**config.mk**
```make
export PLATFORM = sky130hd
export DESIGN_NAME = spi_slave_frame_responder
export DESIGN_NICKNAME = d
export VERILOG_FILES = /design/src/rtl/pulpino_spi_master_subsystem_global_pkg.sv /design/src/rtl/spi_slave_sync_edge.sv /design/src/rtl/spi_slave_frame_responder.sv
export SDC_FILE = /design/constraint.sdc
export NUM_CORES = 1
export LEC_CHECK = 0
export BUFFER_PORTS_ARGS = -buffer_cell sky130_fd_sc_hd__buf_4
export CAP_MARGIN = 20
export CORE_UTILIZATION = 45
export CTS_CLUSTER_DIAMETER = 120
export CTS_CLUSTER_SIZE = 16
export DETAILED_ROUTE_END_ITERATION = 12
export MAX_ROUTING_LAYER = met4
export PLACE_DENSITY = 0.68
export SYNTH_ARGS = -nofsm -noshare
export SYNTH_HDL_FRONTEND = slang
export SYNTH_SLANG_ARGS = --single-unit
```
**constraint.sdc**
```tcl
create_clock -name clk -period 3.4 [get_ports clk]
set_clock_uncertainty 0.15 [all_clocks]
set_input_delay 0.17 -clock clk [delete_from_list [all_inputs] [get_ports clk]]
set_output_delay 0.17 -clock clk [all_outputs]
set_load 0.05 [all_outputs]
```
**src/rtl/pulpino_spi_master_subsystem_global_pkg.sv**
```systemverilog
// Shared types and limits for the SPI slave frame responder.
package pulpino_spi_master_subsystem_global_pkg;

  localparam int SPI_SLV_MAX_CMD_LEN  = 32;
  localparam int SPI_SLV_MAX_ADDR_LEN = 32;

  typedef enum logic [2:0] {
    IDLE, CMD, ADDR, DUMMY, DATA, DONE, IGNORE
  } spi_slv_state_e;

  // Phase that follows a completed pre-DATA phase; empty phases are skipped.
  function automatic spi_slv_state_e spi_slv_next_phase(spi_slv_state_e cur, logic addr_nz,
                                                        logic dummy_nz, logic data_nz);
    spi_slv_state_e nxt;
    nxt = DONE;
    if (cur == CMD && addr_nz)                          nxt = ADDR;
    else if ((cur == CMD || cur == ADDR) && dummy_nz)   nxt = DUMMY;
    else if (data_nz)                                   nxt = DATA;
    return nxt;
  endfunction

endpackage

```
**src/rtl/spi_slave_sync_edge.sv**
```systemverilog
// Two-flop synchronizer plus one edge register for a single async SPI pin.
module spi_slave_sync_edge #(
  parameter logic RST_VAL = 1'b0
) (
  input  logic clk,
  input  logic rstn,
  input  logic d_i,
  output logic lvl_o,
  output logic rise_o,
  output logic fall_o
);

  logic [1:0] sync_q, sync_d;
  logic       prev_q, prev_d;

  // Shift the pin through the synchronizer; keep the previous synced level for edge detect
  always_comb begin
    sync_d = {sync_q[0], d_i};
    prev_d = sync_q[1];
  end

  // Synchronizer and edge registers
  always_ff @(posedge clk or negedge rstn) begin
    if (!rstn) begin
      sync_q <= {2{RST_VAL}};
      prev_q <= RST_VAL;
    end else begin
      sync_q <= sync_d;
      prev_q <= prev_d;
    end
  end

  assign lvl_o  = sync_q[1];
  assign rise_o = sync_q[1] & ~prev_q;
  assign fall_o = ~sync_q[1] & prev_q;

endmodule

```
**src/rtl/spi_slave_frame_responder.sv**
```systemverilog
// SPI mode-0 slave: splits each CS frame into CMD/ADDR/DUMMY/DATA, reports
// write frames and serves read frames on MISO.
module spi_slave_frame_responder
  import pulpino_spi_master_subsystem_global_pkg::*;
#(
  parameter int DATA_W = 32
) (
  input  logic              clk,
  input  logic              rstn,
  input  logic              spi_sclk,
  input  logic              spi_cs_n,
  input  logic              spi_mosi,
  output logic              spi_miso,
  input  logic [5:0]        cmd_len,
  input  logic [5:0]        addr_len,
  input  logic [15:0]       dummy_len,
  input  logic [15:0]       data_len,
  input  logic [31:0]       rd_cmd,
  output logic              rd_req,
  input  logic [DATA_W-1:0] rd_data,
  output logic              frame_valid,
  output logic              frame_err,
  output logic [31:0]       cmd,
  output logic [31:0]       addr,
  output logic [DATA_W-1:0] wr_data,
  output logic              is_read
);

  logic sclk_lvl, sclk_rise, sclk_fall;
  logic cs_lvl, cs_rise, cs_fall;
  logic mosi_lvl, mosi_rise, mosi_fall;
  logic unused_sync;

  spi_slave_sync_edge #(.RST_VAL(1'b0)) u_sclk (.clk(clk), .rstn(rstn), .d_i(spi_sclk),
    .lvl_o(sclk_lvl), .rise_o(sclk_rise), .fall_o(sclk_fall));
  spi_slave_sync_edge #(.RST_VAL(1'b1)) u_cs (.clk(clk), .rstn(rstn), .d_i(spi_cs_n),
    .lvl_o(cs_lvl), .rise_o(cs_rise), .fall_o(cs_fall));
  spi_slave_sync_edge #(.RST_VAL(1'b0)) u_mosi (.clk(clk), .rstn(rstn), .d_i(spi_mosi),
    .lvl_o(mosi_lvl), .rise_o(mosi_rise), .fall_o(mosi_fall));

  assign unused_sync = ^{sclk_lvl, cs_lvl, mosi_rise, mosi_fall};

  spi_slv_state_e    state_q, state_d;
  logic [15:0]       cnt_q, cnt_d;
  logic [5:0]        cmd_len_q, cmd_len_d, addr_len_q, addr_len_d;
  logic [15:0]       dummy_len_q, dummy_len_d, data_len_q, data_len_d;
  logic [31:0]       rd_cmd_q, rd_cmd_d;
  logic [31:0]       cmd_q, cmd_d, addr_q, addr_d;
  logic [DATA_W-1:0] wr_data_q, wr_data_d, sh_q, sh_d;
  logic              is_read_q, is_read_d;
  logic              rd_req_q, rd_req_d, frame_valid_q, frame_valid_d, frame_err_q, frame_err_d;

  logic              phase_done, illegal;
  logic [15:0]       cnt_inc, shamt;
  logic [31:0]       cmd_sh, addr_sh;
  logic [DATA_W-1:0] wr_sh;

  // Frame sequencing, field capture and MISO shifter control
  always_comb begin
    state_d       = state_q;
    cnt_d         = cnt_q;
    cmd_len_d     = cmd_len_q;
    addr_len_d    = addr_len_q;
    dummy_len_d   = dummy_len_q;
    data_len_d    = data_len_q;
    rd_cmd_d      = rd_cmd_q;
    cmd_d         = cmd_q;
    addr_d        = addr_q;
    wr_data_d     = wr_data_q;
    sh_d          = sh_q;
    is_read_d     = is_read_q;
    rd_req_d      = 1'b0;
    frame_valid_d = 1'b0;
    frame_err_d   = 1'b0;
    phase_done    = 1'b0;
    cnt_inc       = cnt_q + 16'd1;
    cmd_sh        = {cmd_q[30:0], mosi_lvl};
    addr_sh       = {addr_q[30:0], mosi_lvl};
    wr_sh         = {wr_data_q[DATA_W-2:0], mosi_lvl};
    // Left-align the requested bits so MISO always drives the shifter MSB
    shamt         = 16'(DATA_W) - data_len_q;
    illegal       = (cmd_len == 6'd0) || (int'(cmd_len) > SPI_SLV_MAX_CMD_LEN) ||
                    (int'(addr_len) > SPI_SLV_MAX_ADDR_LEN) || (int'(data_len) > DATA_W);

    // Read data arrives exactly one clk after the request pulse
    if (rd_req_q) sh_d = rd_data << shamt;

    if (cs_rise) begin
      // CS rise beats any same-cycle SCLK edge
      if (state_q inside {CMD, ADDR, DUMMY, DATA}) frame_err_d = 1'b1;
      if (state_q == DONE) frame_valid_d = 1'b1;
      state_d = IDLE;
    end else begin
      case (state_q)
        IDLE: if (cs_fall) begin
          cmd_len_d   = cmd_len;
          addr_len_d  = addr_len;
          dummy_len_d = dummy_len;
          data_len_d  = data_len;
          rd_cmd_d    = rd_cmd;
          cmd_d       = '0;
          addr_d      = '0;
          wr_data_d   = '0;
          sh_d        = '0;
          is_read_d   = 1'b0;
          cnt_d       = '0;
          if (illegal) begin
            frame_err_d = 1'b1;
            state_d     = IGNORE;
          end else begin
            state_d = CMD;
          end
        end
        CMD: if (sclk_rise) begin
          cmd_d = cmd_sh;
          cnt_d = cnt_inc;
          if (cnt_inc == 16'(cmd_len_q)) begin
            is_read_d  = (cmd_sh == rd_cmd_q);
            phase_done = 1'b1;
          end
        end
        ADDR: if (sclk_rise) begin
          addr_d = addr_sh;
          cnt_d  = cnt_inc;
          if (cnt_inc == 16'(addr_len_q)) phase_done = 1'b1;
        end
        DUMMY: if (sclk_rise) begin
          cnt_d = cnt_inc;
          if (cnt_inc == dummy_len_q) phase_done = 1'b1;
        end
        DATA: begin
          if (sclk_rise) begin
            if (!is_read_q) wr_data_d = wr_sh;
            cnt_d = cnt_inc;
            if (cnt_inc == data_len_q) state_d = DONE;
          end else if (sclk_fall && cnt_q != 16'd0) begin
            // The fall before the first DATA rise must not consume the preloaded MSB
            sh_d = sh_q << 1;
          end
        end
        default: ;
      endcase
      if (phase_done) begin
        state_d = spi_slv_next_phase(state_q, |addr_len_q, |dummy_len_q, |data_len_q);
        cnt_d   = '0;
        if (state_d == DATA && is_read_d) rd_req_d = 1'b1;
      end
    end
  end

  // State and datapath registers
  always_ff @(posedge clk or negedge rstn) begin
    if (!rstn) begin
      state_q       <= IDLE;
      cnt_q         <= '0;
      cmd_len_q     <= '0;
      addr_len_q    <= '0;
      dummy_len_q   <= '0;
      data_len_q    <= '0;
      rd_cmd_q      <= '0;
      cmd_q         <= '0;
      addr_q        <= '0;
      wr_data_q     <= '0;
      sh_q          <= '0;
      is_read_q     <= 1'b0;
      rd_req_q      <= 1'b0;
      frame_valid_q <= 1'b0;
      frame_err_q   <= 1'b0;
    end else begin
      state_q       <= state_d;
      cnt_q         <= cnt_d;
      cmd_len_q     <= cmd_len_d;
      addr_len_q    <= addr_len_d;
      dummy_len_q   <= dummy_len_d;
      data_len_q    <= data_len_d;
      rd_cmd_q      <= rd_cmd_d;
      cmd_q         <= cmd_d;
      addr_q        <= addr_d;
      wr_data_q     <= wr_data_d;
      sh_q          <= sh_d;
      is_read_q     <= is_read_d;
      rd_req_q      <= rd_req_d;
      frame_valid_q <= frame_valid_d;
      frame_err_q   <= frame_err_d;
    end
  end

  assign spi_miso    = (state_q == DATA) && is_read_q && sh_q[DATA_W-1];
  assign rd_req      = rd_req_q;
  assign frame_valid = frame_valid_q;
  assign frame_err   = frame_err_q;
  assign cmd         = cmd_q;
  assign addr        = addr_q;
  assign wr_data     = wr_data_q;
  assign is_read     = is_read_q;

endmodule

```
==> Word-level counts from Yosys, hierarchy flattened <==
Index checks and enable logic that the tools add are counted.
{ "totals": {"ff_bits": 235, "latchBits": 0, "ram_bits": 0, "romBits": 0, "in_bits": 113, "output_inout_bits": 101, "elab_cells": 138, "memories": 0} }
{ "classes": {"n_addsub": 2, "n_mul": 0, "div": 0, "n_lt_le_gt_ge": 3, "n_eq_ne": 21, "shift": 1, "n_mux": 53, "bitwise": 9, "reduce_logical": 29} }
{ "op_table": {"columns": ["op", "count"], "rows": [
  ["2-to-1 mux 32 bit", 10],
  ["one-hot mux 32 bit (2 select lines)", 4],
  ["2-to-1 mux 16 bit", 3],
  ["== test 16 bit", 2],
  ["== test 16 x 6 -> 1 bit", 2],
  ["== test 32 bit", 1],
  ["one-hot mux 16 bit (2 select lines)", 1],
  ["OR reduction 16 bit", 2],
  ["<< shifter 32 x 16 -> 32 bit", 1],
  ["2-to-1 mux 3 bit", 10],
  ["2-to-1 mux 1 bit", 22],
  ["adder 16 x 1 -> 16 bit (second input constant)", 1],
  ["> comparator 16 x 6 -> 1 bit (second input constant)", 1],
  ["AND reduction 4 bit", 4],
  ["nonzero test 16 bit", 1],
  ["subtractor 6 x 16 -> 16 bit (first input constant)", 1],
  ["> comparator 6 bit (second input constant)", 2],
  ["!= test 4 bit (second input constant)", 3],
  ["!= test 2 bit (second input constant)", 5],
  ["== test 3 bit (second input constant)", 3],
  ["nonzero test 4 bit", 2],
  ["== test 3 x 2 -> 1 bit (second input constant)", 2],
  ["logical AND 1 bit", 6],
  ["zero test 6 bit", 1],
  ["16 further kinds", 28]
]} }

==> Depth between registers and ports, before layout <==
{ "logic_depth": {"word_depth": 13, "depth_mapped": 14, "ltp_nobuf": 11} }

==> Cells and area by module <==
From an unflattened synthesis, not the netlist that was laid out.
{ "hier_totals": {"hier_cells": 1419, "hier_area_um2": 13489.2} }
{ "modules_own_cells": {"columns": ["mod", "instances", "cells_each", "area_per_inst_um2", "seq_area_each_um2"], "rows": [
  ["spi_slave_frame_responder", 1, 1404, 13215.2, 5680.4],
  ["spi_slave_sync_edge at u_mosi ...", 2, 5, 90.1, 75.1],
  ["spi_slave_sync_edge at u_cs", 1, 5, 93.8, 78.8]
]} }

==> Worst setup path after synthesis <==
No wires, ideal clock.
{ "synth_path": {"kind": "register to register", "from": "register data_len_q[0]", "to": "register sh_q[1]", "setup_ps": 65, "arrival_ps": 3488, "required_ps": 3185, "setup_slack_ps": -303, "path_stages_with_launch": 13, "path_buffers": 2, "synth_period_minus_slack_ps": 3703, "cell_sequence": "dfrtp_1 -> clkbuf_1 -> clkinv_1 -> buf_1 -> ha_1 -> or4b_1 -> a2111o_1 -> xor2_1 -> a21oi_1 -> o2111ai_1 -> nor3_1 -> a22o_1 -> a22o_1"} }
{ "synth_between": {"elab_chain_cells": 7, "word_cells_on_any_way": 8, "classes_between": "1 x add/sub; 1 x shift; 6 x mux"} }
{ "synth_rtl": {"columns": ["element", "line_no", "source"], "rows": [
  ["start, declared", "spi_slave_frame_responder.sv:46", "logic [15:0] dummy_len_q, dummy_len_d, data_len_q, data_len_d;"],
  ["start signal, assigned", "spi_slave_frame_responder.sv:175", "data_len_q <= data_len_d;"],
  ["subtractor 6 x 16 -> 16 bit (*)", "spi_slave_frame_responder.sv:81", "shamt = 16'(DATA_W) - data_len_q;"],
  ["<< shifter 32 x 16 -> 32 bit (*)", "spi_slave_frame_responder.sv:86", "if (rd_req_q) sh_d = rd_data << shamt;"],
  ["2-to-1 mux 32 bit (*)", "spi_slave_frame_responder.sv:86", null],
  ["2-to-1 mux 32 bit", "spi_slave_frame_responder.sv:136", "end else if (sclk_fall && cnt_q != 16'd0) begin"],
  ["2-to-1 mux 32 bit", "spi_slave_frame_responder.sv:132", "if (sclk_rise) begin"],
  ["one-hot mux 32 bit (2 select lines)", "spi_slave_frame_responder.sv:94", "case (state_q)"],
  ["2-to-1 mux 32 bit (*)", "spi_slave_frame_responder.sv:88", "if (cs_rise) begin"],
  ["net sh_d[1]", "spi_slave_frame_responder.sv:49", "logic [DATA_W-1:0] wr_data_q, wr_data_d, sh_q, sh_d;"],
  ["end signal, assigned", "spi_slave_frame_responder.sv:164", "sh_q <= '0;"],
  ["end signal, assigned", "spi_slave_frame_responder.sv:180", "sh_q <= sh_d;"],
  ["end, declared", "spi_slave_frame_responder.sv:49", null]
]} }
The timed path passes the listed nets; every way through them passes the cells marked *.
A chain may end at the register's enable or synchronous reset.

==> Worst setup path after layout <==
{ "layout_path": {"from": "register cnt_q[0]", "to": "register state_q[0]"} }
{ "layout_between": {"elab_chain_cells": 8, "word_cells_on_any_way": 20, "classes_between": "1 x add/sub; 7 x eq/ne; 10 x mux; 2 x reduce/logical"} }
{ "layout_rtl": {"columns": ["element", "line_no", "source"], "rows": [
  ["start, declared", "spi_slave_frame_responder.sv:44", "logic [15:0] cnt_q, cnt_d;"],
  ["start signal, assigned", "spi_slave_frame_responder.sv:171", "cnt_q <= cnt_d;"],
  ["adder 16 x 1 -> 16 bit (*)", "spi_slave_frame_responder.sv:76", "cnt_inc = cnt_q + 16'd1;"],
  ["== test 16 bit (tied with other cells)", "spi_slave_frame_responder.sv:129", "if (cnt_inc == dummy_len_q) phase_done = 1'b1;"],
  ["2-to-1 mux 1 bit, on equally long branches", "spi_slave_frame_responder.sv:129, spi_slave_frame_responder.sv:117, spi_slave_frame_responder.sv:125", null],
  ["2-to-1 mux 1 bit, on equally long branches", "spi_slave_frame_responder.sv:127, spi_slave_frame_responder.sv:114, spi_slave_frame_responder.sv:122", null],
  ["one-hot mux 1 bit (3 select lines)", "spi_slave_frame_responder.sv:94", null],
  ["2-to-1 mux 1 bit", "spi_slave_frame_responder.sv:88", null],
  ["!= test 4 bit (no source line) (tied with other cells)", null, null],
  ["AND reduction 4 bit (no source line) or 2-to-1 mux 3 bit (tied branches)", null, null],
  ["end signal, assigned", "spi_slave_frame_responder.sv:170", "state_q <= state_d;"],
  ["end, declared", "spi_slave_frame_responder.sv:43", "spi_slv_state_e state_q, state_d;"]
]} }
Every way passes the cells marked *; elsewhere a longest branch is shown, timed or not. The select of a mux whose other input is x is not followed.

==> results_dict.tcl <==
set metrics [dict create \
    p_per_area_mw_per_mm2 714.5 \
    finalCritPeriodShare_pct 96.82 \
    place_ws_ps 1.973 \
    routedWlPerCell_um 18.53 \
    place_congestion 0.9551 \
    io_buffers 213 \
    worstPathRequired_ps 3650 \
    hpwlAfterDp_um 28170 \
    power_mw 12.33 \
    dieArea_mm2 0.03040 \
    cts_tree "done" \
    cp_data_arrival_time_ps 3540 \
    layout_common_cells "buf_4 (294), nand2_1 (275), dfrtp_1 (227), o21ai_0 (155)" \
    syn_avg_cell_area_um2 9.245 \
    cp-end-kind "flip-flop" \
    status "complete, no violations" \
    netlist_top_cells_area "dfrtp_1 (43%), nand2_1 (7.7%), mux2_2 (6.7%)" \
    grt_overflow 0 \
    worst-r2r-cell-count 11 \
    drive_gt1_share_pct 26.23 \
    final_common_cell "buf_4" \
    vias 12048 \
    grt_max_degree 97 \
    drv_cap 0 \
    synthesis.area_mm2 0.01337 \
    synth-seq-cells 235 \
    clock_sinks 235 \
    synth-edff-count 0 \
    n_fill_cell 2454 \
    htree_levels 1 \
    final_nets 1863 \
    clk_pin_slew_ps 80 \
    place_area_mm2 0.01576 \
    yosysTopAreaCell "dfrtp_1" \
    power.leakage_nw 7.551 \
    totalWireLength_um 39540 \
    slew_headroom_pct 38.58 \
    drt_iter0_markers 958 \
    cts-root-buf "clkbuf_16" \
    dr.pass1.iters 5 \
    hold_ws_ps 67.56 \
    synthFlopType "dfrtp_1" \
    grt_pass1_wl_um 63210 \
    fin_area_mm2 0.01726 \
    hold_viol 0 \
    drtAntennaViolNets 0 \
    die-height_um 174.4 \
    worstMarginPinSlew_ps 921.3 \
    holdCritPathClass "input port to flip-flop" \
    core.rowCount 62 \
    grt_pass1_vias 11891 \
    max_freq_mhz 303.8 \
    diodes 0 \
    syn_nets 1565 \
    clk_path_buf_depth 3 \
    setup_violations 0 \
    yosysTopAreaCellShare_pct 43.43 \
    layout_min_cycle_time_ps 3292 \
    die_w_um 174.4 \
    grtUsageTotal_pct 26.47 \
    antenna_found_initial 0 \
    ys_warn_count 0 \
    clock_latency_ps 510 \
    final_core_util_pct 59.66 \
    worstPathMaxFanout 9 \
    ir_drop_uv 429.4 \
    syn_inst 1446 \
    worst_setup_path_start_kind "flip-flop" \
    slew_viol_final 0 \
    holdPathStages 5 \
    synth-seq-area-share_pct 44.02 \
    area_growth_pct 29.14 \
    initial_core_util_pct 46.20 \
    async_flop_share_pct 100.0 \
    io_pins 214 \
    yosysUniqueCellTypes 82 \
    criticalPathCategory "flip-flop to flip-flop" \
    setup_ws_ps 108.2 \
    viasPerCell 5.646 \
    core_area_mm2 0.02894 \
    cts-buffers-inserted 18 \
    drc_errors 0 \
]
==> per-stage QoR <==
stage          std cells  setup TNS, ps
6_report            2134              0
5_1_grt             2134         -88.13
4_1_cts             2127              0
3_5_place_dp        2021              0
3_3_place_gp        2020              0
2_1_floorplan       1446              0
==> repair_timing <==
action,in CTS,in global routing
gates resized for setup,1,28
setup buffers,0,6
endpoints found under the setup margin,3,36
endpoints found under the hold margin,172,0
pin swaps,0,3
gates cloned,0,1
hold buffers,80,0
==> flip-flops by register name, indices dropped and copies added, names as in the netlist, 3 cells and up <==
| signal | cells |
|---|---|
| state_q | 3 |
| dummy_len_q | 16 |
| cnt_q | 16 |
| cmd | 32 |
| addr | 32 |
| wr_data | 32 |
| cmd_len_q | 6 |
| sh_q | 32 |
| addr_len_q | 6 |
| rd_cmd_q | 32 |
| data_len_q | 16 |
==> synthesized netlist by cell type, drive strengths merged (8+ instances only) <==
master,count
a32oi,8
buf,19
o21ai,156
nor4,22
a211oi,16
or4,10
mux2,80
inv,15
nand3,28
or3,8
dfrtp,232
clkbuf,85
nor3,30
xor2,43
a21oi,38
mux2i,67
nor2,72
xnor2,50
nand2,276
nand4,21
and3,10
a22oi,19
==> report_power, final <==
part	internal [mW]	switching, mW
Sequential	3.35	0.604
Clock	1.02	1.02
Combinational	2.56	3.78
==> cells by family (layout without fill, tap and decap cells) <==
group / count (synthesis) / count (layout) / share of synthesized area, %
AOI/OAI and AO/OA: 318 / 318 / 15.00
xor gates and xnor gates: 93 / 93 / 6.093
adders and majority gates: 6 / 6 / 0.5616
buffers and inverters: 120 / 423 / 3.632
DFF: 235 / 235 / 44.02
muxes: 151 / 151 / 12.43
and+or+nand+nor: 523 / 524 / 18.26
==> critical path, stage by stage, from the launching register on <==
cell and delay (ps):
dfrtp_1 410, ha_4 170, inv_4 60, or3_4 390, and3_4 180, o211a_1 220, or4_4 540, a2111oi_4 210
buf_4 200, a21oi_2 60, a221o_1 350, a22o_1 230
==> area by class of cell <==
cell class | count | area (µm²) | area share (%)
clock buffer | 25 | 498.0 | 2.885
clock inverter | 1 | 7.507 | 0.04349
inverter | 16 | 63.81 | 0.3696
multi-input combinational | 1092 | 7197 | 41.69
sequential | 235 | 5891 | 34.12
tap | 384 | 480.5 | 2.783
timing repair buffer | 381 | 3126 | 18.11
==> layer usage <==
metal | vias to the layer above | track usage, % | part of all wire, %
li1 | 5742 | - | -
met1 | 5836 | 35.29 | 43
met2 | 407 | 42.13 | 48
met3 | 63 | 4.046 | 6.7
met4 | 0 | 6.689 | 2.3
met5 | - | - | 0
==> final timing paths <==
| path | from | end | slack, ps |
|---|---|---|---|
| min in group asynchronous | rstn | dummy_len_q[10]$_DFFE_PN0P_ | 110 |
| max reg2reg | cnt_q[0]$_DFFE_PN0P_ | state_q[0]$_DFFE_PN0P_ | 110 |
| max | cnt_q[0]$_DFFE_PN0P_ | state_q[0]$_DFFE_PN0P_ | 110 |
| min | rd_data[0] | sh_q[0]$_DFF_PN0_ | 70 |
| max in group asynchronous | rstn | wr_data[23]$_DFFE_PN0P_ | 2050 |
| min reg2reg | u_sclk.sync_q[0]$_DFF_PN0_ | u_sclk.sync_q[1]$_DFF_PN0_ | 210 |
(Power assumes the default switching activity.)
